==> src/rtl/ledscan_pkg.sv <==
// ledscan_pkg: shared types and constants for the HUB75 BCM scan scheduler.
// Contents: scan FSM state encoding, default parameter values and the
// row-change deghost delay used when LEDSCAN_SCHED_DEGHOST_EN is defined.
package ledscan_pkg;

    // Scan sequencer states.
    typedef enum logic [1:0] {
        IDLE  = 2'd0,
        SHIFT = 2'd1,
        WAIT  = 2'd2,
        LATCH = 2'd3
    } state_t;

    // Default geometry: 128 columns, 32 row pairs, 8 bitplanes, 16-clock LSB.
    localparam int DEF_X_BITS     = 7;
    localparam int DEF_Y_BITS     = 5;
    localparam int DEF_PLANES     = 8;
    localparam int DEF_BASE_SHIFT = 4;

    // Blanked settling cycles inserted after a row change (plane-0 latch).
    localparam logic [1:0] DEGHOST_DLY = 2'd2;

    // True when the plane being latched starts a new row.
    function automatic logic is_row_change(input logic [2:0] plane);
        return (plane == 3'd0);
    endfunction

endpackage

==> src/rtl/ledscan_bcm_timer.sv <==
// ledscan_bcm_timer: per-plane display period / on-time counter.
// On load, captures period P = 1 << (BASE_SHIFT+plane) and on-time
// ON = (brightness << (BASE_SHIFT+plane)) >> 8, waits 'delay' blanked cycles,
// then counts 0..P-1 with blank_n high while count < ON.
// Ports:
//   clk, reset      : clock, asynchronous active-high reset
//   enable          : low clears the timer (aborts a display)
//   load            : start a new plane display (held for one cycle)
//   plane           : plane index being latched
//   brightness      : global on-time fraction n/256, sampled with load
//   delay           : blanked cycles before counting starts
//   blank_n         : registered, high while LEDs may be lit
//   done            : timer idle or at its final count
module ledscan_bcm_timer
    import ledscan_pkg::*;
#(
    parameter int BASE_SHIFT = DEF_BASE_SHIFT,
    parameter int PLANES     = DEF_PLANES
) (
    input  logic       clk,
    input  logic       reset,
    input  logic       enable,
    input  logic       load,
    input  logic [2:0] plane,
    input  logic [7:0] brightness,
    input  logic [1:0] delay,
    output logic       blank_n,
    output logic       done
);

    localparam int CW = BASE_SHIFT + PLANES;

    logic [CW+7:0] on_wide_s;
    logic [CW-1:0] on_s;
    logic [CW-1:0] pmax_s;
    logic [CW-1:0] cnt_inc_s;

    logic          active_r;
    logic [1:0]    dly_r;
    logic [CW-1:0] cnt_r;
    logic [CW-1:0] on_r;
    logic [CW-1:0] pmax_r;
    logic          blank_n_r;

    // Shift-only on-time and period computation for the plane being loaded.
    always_comb begin
        on_wide_s = {{CW{1'b0}}, brightness} << (BASE_SHIFT + int'(plane));
        on_s      = on_wide_s[CW+7:8];
        pmax_s    = (CW'(1) << (BASE_SHIFT + int'(plane))) - CW'(1);
        cnt_inc_s = cnt_r + CW'(1);
    end

    // Counter, delay and lit-window register; blank_n tracks the next count.
    always_ff @(posedge clk or posedge reset) begin
        if (reset) begin
            active_r  <= 1'b0;
            dly_r     <= 2'd0;
            cnt_r     <= {CW{1'b0}};
            on_r      <= {CW{1'b0}};
            pmax_r    <= {CW{1'b0}};
            blank_n_r <= 1'b0;
        end else if (!enable) begin
            active_r  <= 1'b0;
            dly_r     <= 2'd0;
            cnt_r     <= {CW{1'b0}};
            on_r      <= {CW{1'b0}};
            pmax_r    <= {CW{1'b0}};
            blank_n_r <= 1'b0;
        end else if (load) begin
            active_r  <= 1'b1;
            dly_r     <= delay;
            cnt_r     <= {CW{1'b0}};
            on_r      <= on_s;
            pmax_r    <= pmax_s;
            blank_n_r <= (delay == 2'd0) && (on_s != {CW{1'b0}});
        end else if (active_r) begin
            if (dly_r != 2'd0) begin
                // Count stays at 0 while settling; light up as the delay expires.
                dly_r     <= dly_r - 2'd1;
                blank_n_r <= (dly_r == 2'd1) && (on_r != {CW{1'b0}});
            end else if (cnt_r == pmax_r) begin
                active_r  <= 1'b0;
                blank_n_r <= 1'b0;
            end else begin
                cnt_r     <= cnt_inc_s;
                blank_n_r <= (cnt_inc_s < on_r);
            end
        end else begin
            blank_n_r <= 1'b0;
        end
    end

    // Done when idle or on the last count of an undelayed period.
    always_comb begin
        if (!active_r) begin
            done = 1'b1;
        end else begin
            done = (dly_r == 2'd0) && (cnt_r == pmax_r);
        end
    end

    assign blank_n = blank_n_r;

endmodule

==> src/rtl/ledscan_sched.sv <==
// ledscan_sched: HUB75 binary-coded-modulation scan scheduler.
// Shifts the columns of the next bitplane while the current plane is
// displayed, then latches, updates the displayed row and restarts the
// display timer for the latched plane.
// Optional feature: define LEDSCAN_SCHED_DEGHOST_EN to hold blank for two
// extra cycles after every row change (plane-0 latch) before the timer runs.
// Ports:
//   clk, reset   : pixel clock, asynchronous active-high reset
//   enable       : run the scan; low returns to idle and aborts the display
//   brightness   : global on-time fraction n/256
//   addrx        : column being shifted
//   shift_row    : row whose data is being shifted
//   shift_plane  : plane being shifted
//   shift_en     : column valid (SCLK gate)
//   latch        : panel latch strobe
//   blank        : panel OE, active-high blank
//   addry        : row currently displayed
//   frame_start  : pulse with the latch of row 0, plane 0
module ledscan_sched
    import ledscan_pkg::*;
#(
    parameter int X_BITS     = DEF_X_BITS,
    parameter int Y_BITS     = DEF_Y_BITS,
    parameter int PLANES     = DEF_PLANES,
    parameter int BASE_SHIFT = DEF_BASE_SHIFT
) (
    input  logic              clk,
    input  logic              reset,
    input  logic              enable,
    input  logic [7:0]        brightness,
    output logic [X_BITS-1:0] addrx,
    output logic [Y_BITS-1:0] shift_row,
    output logic [2:0]        shift_plane,
    output logic              shift_en,
    output logic              latch,
    output logic              blank,
    output logic [Y_BITS-1:0] addry,
    output logic              frame_start
);

    localparam logic [X_BITS-1:0] ADDRX_MAX  = {X_BITS{1'b1}};
    localparam logic [2:0]        PLANE_LAST = 3'(PLANES - 1);

    state_t            state_r;
    state_t            state_nxt_s;
    logic [X_BITS-1:0] addrx_r;
    logic [Y_BITS-1:0] shift_row_r;
    logic [2:0]        shift_plane_r;
    logic              shift_en_r;
    logic              latch_r;
    logic [Y_BITS-1:0] addry_r;
    logic              frame_start_r;
    logic              timer_load_s;
    logic [1:0]        timer_dly_s;
    logic              timer_blank_n_s;
    logic              timer_done_s;

    // Next-state logic for the shift / wait / latch sequence.
    always_comb begin
        state_nxt_s = state_r;
        if (!enable) begin
            state_nxt_s = IDLE;
        end else begin
            case (state_r)
                IDLE:  state_nxt_s = SHIFT;
                SHIFT: begin
                    if (addrx_r == ADDRX_MAX) begin
                        state_nxt_s = timer_done_s ? LATCH : WAIT;
                    end else begin
                        state_nxt_s = SHIFT;
                    end
                end
                WAIT:  state_nxt_s = timer_done_s ? LATCH : WAIT;
                LATCH: state_nxt_s = SHIFT;
                default: state_nxt_s = IDLE;
            endcase
        end
    end

    // Timer load strobe and, optionally, the row-change settling delay.
    always_comb begin
        timer_load_s = 1'b0;
        timer_dly_s  = 2'd0;
        if (state_r == LATCH) begin
            timer_load_s = 1'b1;
`ifdef LEDSCAN_SCHED_DEGHOST_EN
            if (is_row_change(shift_plane_r)) begin
                timer_dly_s = DEGHOST_DLY;
            end else begin
                timer_dly_s = 2'd0;
            end
`endif
        end else begin
            timer_load_s = 1'b0;
        end
    end

    // State, shift indexes and strobes; strobes are decoded from the next state
    // so they are valid in the same cycle as the state they describe.
    always_ff @(posedge clk or posedge reset) begin
        if (reset) begin
            state_r       <= IDLE;
            addrx_r       <= {X_BITS{1'b0}};
            shift_row_r   <= {Y_BITS{1'b0}};
            shift_plane_r <= 3'd0;
            shift_en_r    <= 1'b0;
            latch_r       <= 1'b0;
            addry_r       <= {Y_BITS{1'b0}};
            frame_start_r <= 1'b0;
        end else begin
            state_r       <= state_nxt_s;
            shift_en_r    <= (state_nxt_s == SHIFT);
            latch_r       <= (state_nxt_s == LATCH);
            frame_start_r <= (state_nxt_s == LATCH) &&
                             (shift_row_r == {Y_BITS{1'b0}}) &&
                             (shift_plane_r == 3'd0);
            if (!enable) begin
                addrx_r       <= {X_BITS{1'b0}};
                shift_row_r   <= {Y_BITS{1'b0}};
                shift_plane_r <= 3'd0;
                addry_r       <= {Y_BITS{1'b0}};
            end else begin
                case (state_r)
                    SHIFT: addrx_r <= addrx_r + X_BITS'(1);
                    LATCH: begin
                        addrx_r <= {X_BITS{1'b0}};
                        addry_r <= shift_row_r;
                        if (shift_plane_r == PLANE_LAST) begin
                            shift_plane_r <= 3'd0;
                            shift_row_r   <= shift_row_r + Y_BITS'(1);
                        end else begin
                            shift_plane_r <= shift_plane_r + 3'd1;
                        end
                    end
                    default: addrx_r <= addrx_r;
                endcase
            end
        end
    end

    ledscan_bcm_timer #(
        .BASE_SHIFT (BASE_SHIFT),
        .PLANES     (PLANES)
    ) u_timer (
        .clk        (clk),
        .reset      (reset),
        .enable     (enable),
        .load       (timer_load_s),
        .plane      (shift_plane_r),
        .brightness (brightness),
        .delay      (timer_dly_s),
        .blank_n    (timer_blank_n_s),
        .done       (timer_done_s)
    );

    assign addrx       = addrx_r;
    assign shift_row   = shift_row_r;
    assign shift_plane = shift_plane_r;
    assign shift_en    = shift_en_r;
    assign latch       = latch_r;
    // Direct inversion of the timer's flop: blank resets high and stays high
    // whenever the timer is idle, delayed or past its on-time.
    assign blank       = ~timer_blank_n_s;
    assign addry       = addry_r;
    assign frame_start = frame_start_r;

endmodule

==> config.mk <==
export PLATFORM = sky130hd
export DESIGN_NAME = ledscan_sched
export DESIGN_NICKNAME = d
export VERILOG_FILES = /design/src/rtl/ledscan_pkg.sv /design/src/rtl/ledscan_bcm_timer.sv /design/src/rtl/ledscan_sched.sv
export SDC_FILE = /design/constraint.sdc
export NUM_CORES = 1
export LEC_CHECK = 0
export CAP_MARGIN = 25
export CORE_MARGIN = 3
export CORE_UTILIZATION = 50
export DETAILED_ROUTE_END_ITERATION = 16
export GPL_TIMING_DRIVEN = 1
export PLACE_DENSITY = 0.71
export SYNTH_ARGS = -nofsm -noshare
export SYNTH_HDL_FRONTEND = slang
export SYNTH_SLANG_ARGS = --single-unit
==> constraint.sdc <==
create_clock -name clk -period 3.31 [get_ports clk]
set_input_delay 0.4965 -clock clk [delete_from_list [all_inputs] [get_ports clk]]
set_output_delay 0.4965 -clock clk [all_outputs]
set_load 0.05 [all_outputs]
=== Word level (Yosys, flattened, before mapping) ===
Cells that the tools add are included.

* Bitwise gates (word level): 1
* Mux-type cells: 39
* Multipliers: 0
* Add/subtract/negate cells: 7
* Shifts and indexed selects: 2
* Equality and inequality tests: 17
* Reduce and logical (&&, ||, !) cells: 15
* Divide/modulo/power cells: 0
* $lt $le $gt $ge: 1

{| class="wikitable"
|+ Operators with widths
! kind !! number
|-
| $mux 12 || 9
|-
| $shl 1x32->12 const A || 1
|-
| $mux 5 || 5
|-
| $reduce_bool 12->1 || 2
|-
| $shl 8x4->20 || 1
|-
| $pmux 7 s2 || 1
|-
| $mux 1 || 13
|-
| $add 12x1->12 const B || 1
|-
| $eq 12x12->1 || 1
|-
| $lt 12x12->1 || 1
|-
| $mux 2 || 6
|-
| $sub 12x2->12 const B || 1
|-
| $mux 3 || 3
|-
| $ne 3x1->1 const B || 3
|-
| $add 7x1->7 const B || 1
|-
| $eq 7x7->1 const B || 1
|-
| $mux 7 || 1
|-
| $eq 2x1->1 const B || 3
|-
| $eq 2x2->1 const B || 3
|-
| $ne 2x1->1 const B || 3
|-
| $ne 3x3->1 const B || 2
|-
| $pmux 2 s3 || 1
|-
| $add 5x1->5 const B || 1
|-
| $logic_not 5->1 || 1
|-
| other kinds (12) || 17
|}

* Output and inout port bits: 24
* Bits in latches: 0
* Bits in registers: 65
* ROM bits: 0
* Memory bits (writable): 0
* Word-level logic and storage cells: 96
* Memories kept: 0
* Input bits: 11

=== Depth between registers and ports, before layout ===
* Depth after elaboration: 10
* Mapped depth: 12
* Gate-level depth less buffers: 11

=== Cells and area by module ===
From an unflattened synthesis, not the netlist that was laid out.

* Cells, all modules: 440
* Area total of the unflattened synthesis: 3,973.8 µm²

{| class="wikitable"
|+ Modules (own cells, without submodules)
! module !! instances !! cells each !! area an instance (µm²) !! sequential area each (µm²)
|-
| ledscan_bcm_timer || 1 || 308 || 2,686.3 || 975.9
|-
| ledscan_sched || 1 || 132 || 1,287.5 || 625.6
|}

=== Least setup slack after synthesis ===
Ideal clock, no wire load.

* Path kind: register -> register
* Start point: reg u_timer.cnt_r[0]
* End point: reg u_timer.blank_n_r, in the netlist u_timer.blank_n
* Stages on the path, launching flop included: 13
* Arrival: 2.736 ns
* Required time: 3.211 ns
* Path slack: 0.474 ns
* Buffers on the path: 1
* Period minus slack after synthesis: 2.836 ns
* Library setup time: 0.099 ns
* Cells stage by stage: dfrtp_1 ha_1 nand3_1 or2_2 clkbuf_1 nor2_1 xnor2_1 ha_1 and4_1 o41ai_1 o221ai_1 o41a_1 a311oi_1

* Word-level cells in the longest chain between the ends: 7
* Elaborated cells on any way between the ends: 8
* Those cells by class: add/sub (1); order compare (1); eq/ne (1); mux (5)

{| class="wikitable"
|+ Ends and longest elaborated chain
! item !! RTL line !! text
|-
| from (decl) || ledscan_bcm_timer.sv:40 || <nowiki>logic [CW-1:0] cnt_r;</nowiki>
|-
| from (signal assigned) || ledscan_bcm_timer.sv:58 || <nowiki>cnt_r <= {CW{1'b0}};</nowiki>
|-
| from (signal assigned) || ledscan_bcm_timer.sv:65 || <nowiki>cnt_r <= {CW{1'b0}};</nowiki>
|-
| from (signal assigned) || ledscan_bcm_timer.sv:72 || <nowiki>cnt_r <= {CW{1'b0}};</nowiki>
|-
| $add 12x1->12 || ledscan_bcm_timer.sv:50 || <nowiki>cnt_inc_s = cnt_r + CW'(1);</nowiki>
|-
| $lt 12x12->1 || ledscan_bcm_timer.sv:86 || <nowiki>blank_n_r <= (cnt_inc_s < on_r);</nowiki>
|-
| $mux 1 * || ledscan_bcm_timer.sv:81 || <nowiki>end else if (cnt_r == pmax_r) begin</nowiki>
|-
| $mux 1 * || ledscan_bcm_timer.sv:77 || <nowiki>if (dly_r != 2'd0) begin</nowiki>
|-
| $mux 1 * || ledscan_bcm_timer.sv:76 || <nowiki>end else if (active_r) begin</nowiki>
|-
| $mux 1 * || ledscan_bcm_timer.sv:69 || <nowiki>end else if (load) begin</nowiki>
|-
| $mux 1 * || ledscan_bcm_timer.sv:62 || <nowiki>end else if (!enable) begin</nowiki>
|-
| to (signal assigned) || ledscan_bcm_timer.sv:75 || <nowiki>blank_n_r <= (delay == 2'd0) && (on_s != {CW{1'b0}});</nowiki>
|-
| to (signal assigned) || ledscan_bcm_timer.sv:80 || <nowiki>blank_n_r <= (dly_r == 2'd1) && (on_r != {CW{1'b0}});</nowiki>
|-
| to (signal assigned) || ledscan_bcm_timer.sv:86 ||
|-
| to (decl) || ledscan_bcm_timer.sv:43 || <nowiki>logic blank_n_r;</nowiki>
|}

Mark *: on every way between the ends. The rest lies on a longest branch, timed or not.
A chain may end at the register's enable or synchronous reset.

=== Worst setup path after layout ===
Same ends and word-level chain as after synthesis.

==> Implementation_results.wiki <==
{| class="wikitable"
! Metric !! Value
|-
| Outcome || finished clean
|-
| Sw Ratio || about 27%
|-
| DRC viols || 0
|-
| Overall die area || ~9000 µm²
|-
| Via count || approximately 3300
|-
| Count of maximum capacitance violations || 0
|-
| Worst vdd ir || between 0.0002 and 0.00025 V
|-
| Port Buffers || 34
|-
| Standard-cell rows || 32
|-
| Cell Chain, Critical Path || ha_1, nand3_1, or2_2, nor2_1, xnor2_1, ha_1, and4_1, o41ai_1, o221ai_1, o41a_1, a311oi_1
|-
| Number of design-rule violations left by the first detailed-router iteration || roughly 240
|-
| Setup slack of the worst register-to-register path || just under 0.2 ns
|-
| Complex-gate fraction of the synthesized area || around 15%
|-
| Startpoint of the tightest hold check path || addry[1]
|-
| Wire length per cell || approximately 16 µm
|-
| Number of gates resized after cts || 0
|-
| ANT nets after route || 0
|-
| Most used flip-flop cell after synthesis || dfrtp_1
|-
| Synth Instances || 448
|-
| Number of nets at the end of the flow || ~510
|-
| Maximum clock skew at final layout || 0.008700 ns
|-
| Nature of the critical path endpoint || flop
|-
| Most used cell, CP || ha_1
|-
| Destination of the worst hold path || addry[1]
|-
| Clock network latency to the later pin of the worst-skew pair || about 0.35 ns
|-
| Int Pwr || between 0.001 and 0.0015 W
|-
| Cell count after placement || 563
|-
| Starting utilization of the core area || 52.00%
|-
| Residual overflow from global routing || 0
|-
| Number of placed I/O pins || 35
|-
| Sequential cell area fraction in the yosys report || around two fifths
|-
| Upper clock frequency limit || about 320 MHz
|-
| Die height || 95.88 µm
|-
| Global-route wire length before repair || between 15000 and 20000 µm
|-
| Setup violation total in the final timing report || 0
|-
| Cts hold-fix bufs || 0
|-
| Power share of the clock group || between 40 and 50%
|-
| Final Hold Vio Count || 0
|-
| Max FO, Critical Path || 7
|-
| Flip-flop and latch count after synthesis || 64
|-
| Adder-cell share of the synthesized area || between 8 and 9%
|-
| Leak || ~2.0 nW
|-
| Nets in the synthesized netlist || 487
|-
| Gate power share || 6.8%
|-
| Synthesized area per cell || between 9 and 10 µm²
|-
| Initial antenna violation count || 0
|-
| Final wirelength || roughly 9200 µm
|-
| Library cell contributing the largest single delay on the critical path || dfrtp_1
|-
| Fraction of the mapped netlist area in simple logic gates || 17.72%
|-
| RSZ-0062 raised after global routing || no
|-
| Die Width || about 96 µm
|-
| Sink Count || 64
|-
| Start of the worst register-to-register path || u_timer.cnt_r[0]
|-
| Maximum clock insertion buffer count || 2
|-
| Clock H-tree levels || 3
|-
| Post-DP HPWL || approximately 6400 µm
|-
| Fin Setup TNS || 0 ns
|-
| Commonest non-fill, non-tap cell in the layout || dfrtp_1
|-
| Number of flops mapped to enable cells by yosys || 0
|-
| Antenna cells || 0
|-
| Worst EP arrival || between 3 and 4 ns
|-
| Delay of the slowest cell on the worst path || about 0.46 ns
|-
| CTS tree || yes
|-
| Terminus of the critical flop-to-flop path || u_timer.blank_n
|-
| Multiplexer fraction of the synthesized cell area || between 5 and 6%
|-
| Gr usage total || approximately 22%
|-
| Number of setup buffers added after CTS || 0
|-
| Area inside the core boundary || about 7800 µm²
|-
| Detail-routed via count per cell || 5.753
|-
| Number of warnings issued by yosys || 0
|-
| Headroom to the max-slew limit || 43.89%
|-
| Actual slew at the worst max-slew pin || approximately 0.84 ns
|-
| Post-synth ARST share || 100.0%
|-
| Number of distinct standard cells referenced by the synthesized netlist || 54
|-
| Final period demand of the worst path || roughly 3.1 ns
|-
| Post-CTS clock slew at the launch and capture registers of the worst setup and hold paths || 0.08 ns
|-
| Net switching power || about 0.00041 W
|-
| Power Density || between 300 and 400 nW/µm²
|-
| Hold Crit Class || flop to flop
|-
| Pin count of the biggest net entering global routing || 65
|-
| Layout cell share with drive strength beyond 1 || 7.563%
|-
| Synth-to-Final Area Change || 14.03%
|-
| Main combinational cell family by area after synthesis || simple AND/OR/NAND/NOR gates
|-
| Worst setup path class || flop to flop
|-
| Number of max-slew violations in the final report || 0
|-
| Critical Path Source Type || flop
|-
| Commonest cells after routing, fill and taps aside || dfrtp_1, nor2_1, clkdlybuf4s50_1, inv_1
|-
| Post-Layout Cell Count || slightly below 600
|-
| Min-Delay Path Depth || 2
|-
| Vias in the first global route || around 3200
|-
| First drt pass iteration count || 4
|-
| Cell at the root of the clock tree || clkbuf_8
|-
| CTS Buf Count || 9
|-
| XOR/XNOR share of the synthesized area || 7.373%
|-
| Proportion of power drawn by flip-flops and latches || between 50% and 60%
|-
| Final worst-path cycle share || around 94%
|-
| GPL Wtd Cong || around 0.9
|-
| Depth of the worst register-to-register path || 11
|-
| Req. time, crit path || 3.56 ns
|-
| Summed instance area of the synthesized netlist || approximately 4000 µm²
|}
## power groups by stage
stage	Clock [W]	Combinational (W)	Sequential [W]
after floorplan	0	0.0000484	0.000819
after global placement	0	0.000102	0.000806
after detailed placement	0	0.000103	0.000806
after CTS	0.000610	0.000103	0.000791
after global routing	0.000652	0.000113	0.000791
final	0.000604	0.000102	0.000790
## cell families (layout without fill, tap and decap cells)
family / after synthesis / in the layout
and+or+nand+nor: 149 / 149
AOI/OAI and AO/OA: 95 / 95
DFF: 64 / 64
buffers and inverters: 57 / 85
xor gates and xnor gates: 34 / 34
adders and majority gates: 28 / 28
muxes: 20 / 20
other: 1 / 1
## cell usage after synthesis, drive strengths merged, types with 4 or more instances
cell type | instances | area share, %
dfrtp | 64 | 40
nor2 | 62 | 5.8
inv | 29 | 2.7
ha | 28 | 8.7
nand2 | 27 | 2.5
a21oi | 26 | 3.2
o21ai | 22 | 2.7
clkbuf | 18 | 1.7
xor2 | 18 | 3.9
xnor2 | 16 | 3.5
mux2i | 15 | 3.7
or3 | 11 | 1.8
a211oi | 9 | 2.0
nand3 | 9 | 1.1
nor3 | 9 | 1.1
buf | 8 | 1.1
nand4 | 8 | 1.2
nor4 | 6 | 1.1
a31oi | 5 | 0.77
and2 | 5 | 0.77
a311oi | 4 | 0.87
a31o | 4 | 0.87
mux2 | 4 | 1.1
## state kept, by name, indices dropped and copies added (netlist names)
register,flops
addrx,7
addry,5
frame_start,1
latch,1
shift_en,1
shift_plane,3
shift_row,5
state_r,2
u_timer.active_r,1
u_timer.blank_n,1
u_timer.cnt_r,12
u_timer.dly_r,2
u_timer.on_r,12
u_timer.pmax_r,11
## worst max-delay path by stage
| stage | depth (start not counted) | endpoint | from | slack, ns |
|---|---|---|---|---|
| floorplan | 12 | u_timer.blank_n | u_timer.cnt_r[0] | 0.47 |
| global placement | 11 | u_timer.blank_n | u_timer.cnt_r[0] | 0.41 |
| detailed placement | 11 | u_timer.blank_n | u_timer.cnt_r[0] | 0.23 |
| CTS | 11 | u_timer.blank_n | u_timer.cnt_r[0] | 0.21 |
| global route | 11 | u_timer.blank_n | u_timer.cnt_r[0] | 0.02 |
| finish | 11 | u_timer.blank_n | u_timer.cnt_r[0] | 0.19 |
## critical path: cells and delay by family (launching register included)
kind / cells / cell delay (ns)
AOI/OAI and AO/OA: 4 / 0.83
xor gates and xnor gates: 1 / 0.15
adders and majority gates: 2 / 0.54
DFF: 1 / 0.46
and+or+nand+nor: 4 / 1.04
## metal layers
metal | routed length, µm | track usage (%)
met5 | 0 | 0
met4 | 105 | 5.332
met3 | 308 | 5.238
met2 | 4520 | 35.73
met1 | 4282 | 29.47
## cell type report
type / count / area, µm²
fill: 702 / 3162
multi-input combinational: 327 / 2212
sequential: 64 / 1602
timing repair buffer: 39 / 377.9
tap: 102 / 127.6
clock buffer: 9 / 123.9
inverter: 31 / 116.4
clock inverter: 6 / 46.29
## through the flow
step | power [W] | hold WS, ns | instance area (µm²) | utilization (%) | setup slack [ns]
finish | 0.001496 | 0.5249 | 4606 | 59.29 | 0.1946
global route | 0.001556 | 0.5774 | 4606 | 59.29 | 0.02330
CTS | 0.001504 | 0.5288 | 4606 | 59.29 | 0.2109
detailed placement | 0.0009084 | 0.5116 | 4436 | 57.10 | 0.2299
global placement | 0.0009072 | 0.5016 | 4436 | 57.10 | 0.4115
floorplan | 0.0008670 | 0.4788 | 4039 | - | 0.4743
Power figures use the tool's default switching activity.
